[src/rtl/regfile_wb_arbiter.sv]
// regfile_wb_arbiter
//   Shares the single register-file write port between two writeback requesters.
//   A is the ALU result path and has priority by default. B is the load/multicycle
//   unit. An anti-starvation FSM gives B priority after STARVE_LIMIT consecutive
//   lost cycles. The write port is driven from registers, so an accepted write
//   reaches the regfile one cycle after the handshake. Writes to x0 are acknowledged
//   at once and never use the port.
//
//   Optional feature: define WB_STATS_EN to count A/B contention cycles on
//   `conflicts`. Without it, `conflicts` is tied to zero.
//
// Ports
//   clk                  rising-edge clock
//   rst                  asynchronous reset, active low
//   a_valid/a_rd/a_data  requester A write request
//   a_ready              A request accepted this cycle (combinational)
//   b_valid/b_rd/b_data  requester B write request
//   b_ready              B request accepted this cycle (combinational)
//   reg_write/wr/wd      registered regfile write port
//   conflicts            saturating count of A/B same-cycle contention
//
// State | meaning
//   A_PRIO | A wins a contended cycle, B's losses are counted
//   B_PRIO | B wins its next request, then priority goes back to A
module regfile_wb_arbiter #(
  parameter int n            = 32,
  parameter int STARVE_LIMIT = 3,
  parameter int CNT_W        = 2
) (
  input  logic         clk,
  input  logic         rst,
  input  logic         a_valid,
  input  logic [4:0]   a_rd,
  input  logic [n-1:0] a_data,
  output logic         a_ready,
  input  logic         b_valid,
  input  logic [4:0]   b_rd,
  input  logic [n-1:0] b_data,
  output logic         b_ready,
  output logic         reg_write,
  output logic [4:0]   wr,
  output logic [n-1:0] wd,
  output logic [15:0]  conflicts
);

  typedef enum logic {
    A_PRIO = 1'b0,
    B_PRIO = 1'b1
  } state_t;

  localparam logic [CNT_W-1:0] LIMIT   = CNT_W'(STARVE_LIMIT);
  localparam logic [CNT_W-1:0] CNT_ONE = CNT_W'(1);

  state_t           state;
  logic [CNT_W-1:0] starve_cnt;
  logic [CNT_W-1:0] starve_cnt_nxt;
  logic             a_zero;
  logic             b_zero;
  logic             a_req;
  logic             b_req;
  logic             grant_a;
  logic             grant_b;

  // x0 writes are acknowledged regardless of the other requester and never
  // compete for the port.
  always_comb begin
    a_zero  = a_valid && (a_rd == 5'd0);
    b_zero  = b_valid && (b_rd == 5'd0);
    a_req   = a_valid && (a_rd != 5'd0);
    b_req   = b_valid && (b_rd != 5'd0);
    grant_a = a_req && ((state == A_PRIO) || !b_req);
    grant_b = b_req && ((state == B_PRIO) || !a_req);
    a_ready = a_zero || grant_a;
    b_ready = b_zero || grant_b;
  end

  // Counts only cycles where B wanted the port and A got it; any other cycle
  // (B granted or B idle) breaks the run.
  always_comb begin
    starve_cnt_nxt = '0;
    if (b_req && grant_a) begin
      if (starve_cnt == LIMIT) begin
        starve_cnt_nxt = starve_cnt;
      end else begin
        starve_cnt_nxt = starve_cnt + CNT_ONE;
      end
    end
  end

  always_ff @(posedge clk or negedge rst) begin
    if (!rst) begin
      state      <= A_PRIO;
      starve_cnt <= '0;
      reg_write  <= 1'b0;
      wr         <= '0;
      wd         <= '0;
    end else begin
      starve_cnt <= starve_cnt_nxt;
      reg_write  <= grant_a || grant_b;
      if (grant_a) begin
        wr <= a_rd;
        wd <= a_data;
      end else if (grant_b) begin
        wr <= b_rd;
        wd <= b_data;
      end
      case (state)
        A_PRIO: begin
          // Looking at the next count makes the switch visible in the cycle
          // right after the limit-th loss.
          if (starve_cnt_nxt == LIMIT) begin
            state <= B_PRIO;
          end
        end
        B_PRIO: begin
          if (grant_b) begin
            state <= A_PRIO;
          end
        end
        default: state <= A_PRIO;
      endcase
    end
  end

`ifdef WB_STATS_EN
  logic [15:0] conflict_cnt;

  always_ff @(posedge clk or negedge rst) begin
    if (!rst) begin
      conflict_cnt <= 16'h0;
    end else if (a_req && b_req && (conflict_cnt != 16'hFFFF)) begin
      conflict_cnt <= conflict_cnt + 16'd1;
    end
  end

  assign conflicts = conflict_cnt;
`else
  assign conflicts = 16'h0;
`endif

endmodule

[config.mk]
export PLATFORM = sky130hd
export DESIGN_NAME = regfile_wb_arbiter
export DESIGN_NICKNAME = d
export VERILOG_FILES = /design/src/rtl/regfile_wb_arbiter.sv
export SDC_FILE = /design/constraint.sdc
export NUM_CORES = 1
export LEC_CHECK = 0
export CORE_MARGIN = 1.5
export CORE_UTILIZATION = 29
export CTS_CLUSTER_DIAMETER = 120
export CTS_CLUSTER_SIZE = 8
export DETAILED_ROUTE_END_ITERATION = 8
export PLACE_DENSITY = 0.72
export REMOVE_ABC_BUFFERS = 1
export SLEW_MARGIN = 0
export SYNTH_ARGS = -nofsm -noshare
export SYNTH_HDL_FRONTEND = slang
export SYNTH_SLANG_ARGS = --single-unit
[constraint.sdc]
create_clock -name clk -period 2.78 [get_ports clk]
set_clock_uncertainty 0.05 [all_clocks]
set_input_delay 0.834 -clock clk [delete_from_list [all_inputs] [get_ports clk]]
set_output_delay 0.834 -clock clk [all_outputs]
set_load 0.05 [all_outputs]
==> summary.md <==
| Metric | Value |
|---|---|
| Synth Instances | 168 |
| Initial drt markers | 59 |
| Final Cycle Share | 1.07 |
| CP peak stage delay | 0.49 ns |
| Critical Path Sink Type | output port |
| Final HPWL DP | 4.06 mm |
| DR WL/cell | 15.7 um |
| Comb pwr share | 0.396 |
| Non-Filler Instances | 400 |
| Clock Power Share | 0.214 |
| DRT Pass-1 Iters | 4 |
| Routed WL | 6.28 mm |
| Tightest Pin Transition | 0.942 ns |
| Post-synthesis mux area share | 0 |
| WS Path Type | in2out |
| Violated checks | negative setup slack |
| Max Fclk | 0.335 GHz |
| Number of global-route vias before repair | 1,948 |
| Leakage | 1.60 nW |
| Clock Tree Buf Depth | 2 |
| Hold path cells | 1 |
| Remaining global-route overflow | 0 |
| Post-synthesis xor/xnor area fraction | 0 |
| Critical-path top delay cell | clkdlybuf4s50_1 |
| Syn Std Cell Area | 2050 um^2 |
| Port Buffer Count | 117 |
| N_diodes | 0 |
| H-tree depth | 2 |
| Placeable Area | 6790 um^2 |
| Worst skew pair latency | 0.28 ns |
| Synth Area in Adders | 0 |
| Psw | 0.639 mW |
| Compound-cell area share of the yosys netlist | 0.231 |
| Pin count of the biggest net entering global routing | 42 |
| Row cnt | 30 |
| Startpoint types | input pin |
| Clock Tree Root | clkbuf_8 |
| Commonest non-fill, non-tap cells in the layout | 104 x clkdlybuf4s50_1, 41 x dfrtp_1, 37 x and3_1, 37 x a221o_1, 21 x buf_4 |
| Vias | 1,938 |
| RSZ-0062 raised after global routing | yes |
| Vias per cell | 4.85 |
| Starting density of the core | 0.301 |
| CP Max Fanout | 2 |
| Total I/O pin count | 134 |
| Synth Area in Simple Gates | 0.144 |
| Pre-CTS setup slack | -0.511 ns |
| Share of the synthesized area in the top cell type | 0.502 |
| Chip height | 87.0 um |
| Placer congestion estimate | 0.785 |
| Delay-heaviest family, CP | buffers and inverters |
| TritonCTS buffer count | 5 |
| Hold Crit Class | reg2reg |
| Share of cells above drive strength 1 | 0.178 |
| Initial antenna violation count | 0 |
| Most common cell after layout, fill and taps aside | clkdlybuf4s50_1 |
| Min Tclk post-route | 2.98 ns |
| Pwr/cell area | 502 nW/um^2 |
| Die X | 87.0 um |
| Sw frac | 0.361 |
| Worst-path cell chain | clkdlybuf4s50_1 -> nor2b_1 -> o21ai_4 -> o21a_1 -> buf_12 |
| Yosys top cell by area | dfrtp_1 |
| Hold bufs inserted after CTS | 0 |
| Buf+Inv Stages, Crit Path | 2 |
| Yosys reg bits | 41 |
| # DRC | 0 |
| Worst vdd ir | 0.000173 V |
| Max cap viols | 0 |
| Status | complete, but fails checks |
| Seq pwr share | 0.390 |
| TritonCTS clock tree | done |
| Tot Pwr | 1.77 mW |
| Post-synthesis sequential area ratio | 0.502 |
| Largest family of logic cells by synthesized area | compound AO/OA/AOI/OAI gates |
| Final Hold Viols | 0 |
| Top cells by area, synth | dfrtp_1 50%, a221o_1 18%, and3_1 11% |
| Levels on crit path | 5 |
| Reg area | 1030 um^2 |
| Slew Limit Fails | 0 |
| Syn_area_per_cell | 12.2 um^2 |
| Final nets | 381 |
| Reg2Reg Depth | 6 |
| Clock sinks | 41 |
| Crit path DAT | 2.10 ns |
| Total track usage | 0.163 |
| Unique masters post-synth | 25 |
| CTS clk-pin slew, worst paths | 0.08 ns |
| Internal power | 1.13 mW |
| End-of-flow core utilization | 0.518 |
| Synth-to-layout area growth | 72.1% |
| Slew HR | 0.372 |
| Setup violations, final | 2 |
| DRT antenna net count | 0 |
| Filler cells | 625 |
| Placed Cells | 380 |
| DIE AREA | 7570 um^2 |
| First-pass GRT wire length | 9.63 mm |
| Yosys synthesis warning count | 0 |
| Final setup margin | -0.204 ns |
| CP required | 1.90 ns |
| Area of the multi-input gates | 855 um^2 |
==> sequential cells by signal, indices dropped and copies added (netlist names) <==
register and flops:
starve_cnt 2, state 1, reg_write 1, wd 32, wr 5
==> synthesized netlist by cell type, drive strengths merged <==
cell type	n
inv	2
nor2	1
or2	1
o31ai	1
or3	1
conb	1
clkbuf	3
a22o	1
nor2b	2
and3	37
buf	28
o21a	3
a221o	37
o41ai	1
nand2	1
or4	1
a21boi	1
o21ai	1
nor3	2
dfrtp	41
and3b	1
a21bo	1
==> final cells by class <==
cell class / count / area share
sequential: 41 / 0.291
clock inverter: 2 / 0.00284
inverter: 2 / 0.00213
clock buffer: 6 / 0.0206
multi-input combinational: 109 / 0.243
tap: 96 / 0.0341
timing repair buffer: 144 / 0.406
==> kinds of logic after synthesis <==
kind of cell | after synthesis
AOI/OAI and AO/OA | 46
buffers and inverters | 33
DFF | 41
other | 1
and+or+nand+nor | 47
==> per-layer routing <==
| layer | up-vias | routed length (um) | GRT usage | part of all wire |
|---|---|---|---|---|
| li1 | 899 | - | - | - |
| met1 | 944 | 2800 | 0.202 | 0.45 |
| met2 | 87 | 2970 | 0.280 | 0.47 |
| met3 | 8 | 435 | 0.0427 | 0.069 |
| met4 | 0 | 75 | 0.0425 | 0.012 |
| met5 | - | 0 | 0 | 0 |
==> path summary, 6_finish.rpt <==
check	slack [ns]	endpoint	start
max in group asynchronous	1.46	wr[1]	rst
hold / removal	0.43	starve_cnt[1]	starve_cnt[0]
min in group asynchronous	0.64	wd[9]	rst
setup / recovery	-0.20	b_ready	a_valid
setup reg to reg	0.92	wd[20]	state
hold reg to reg	0.43	starve_cnt[1]	starve_cnt[0]
==> power groups by stage <==
stage               Sequential (mW)  Clock [mW]  Combinational [mW]
floorplan                     0.910           0               0.160
global placement              0.700           0               0.679
detailed placement            0.702           0               0.682
CTS                           0.691       0.397               0.691
global route                  0.699       0.428               0.734
finish                        0.690       0.379               0.700
==> metrics by stage <==
step	setup TNS, ns	hold WS, ns	cell area [um^2]
2_1_floorplan	-11.78	0.393	1860
3_3_place_gp	-9.77	0.400	3320
3_5_place_dp	-10.17	0.418	3320
4_1_cts	-0.354	0.435	3480
5_1_grt	-0.448	0.452	3520
6_report	-0.401	0.430	3520
==> what timing repair did <==
item	4_1_cts	5_1_grt
pin swaps	7	5
gates resized for setup	30	9
hold endpoints to repair	0	0
cloned	0	2
endpoints found under the setup margin	2	39
buffers inserted	10	1
No activity file was read; power rests on OpenSTA's default activity.
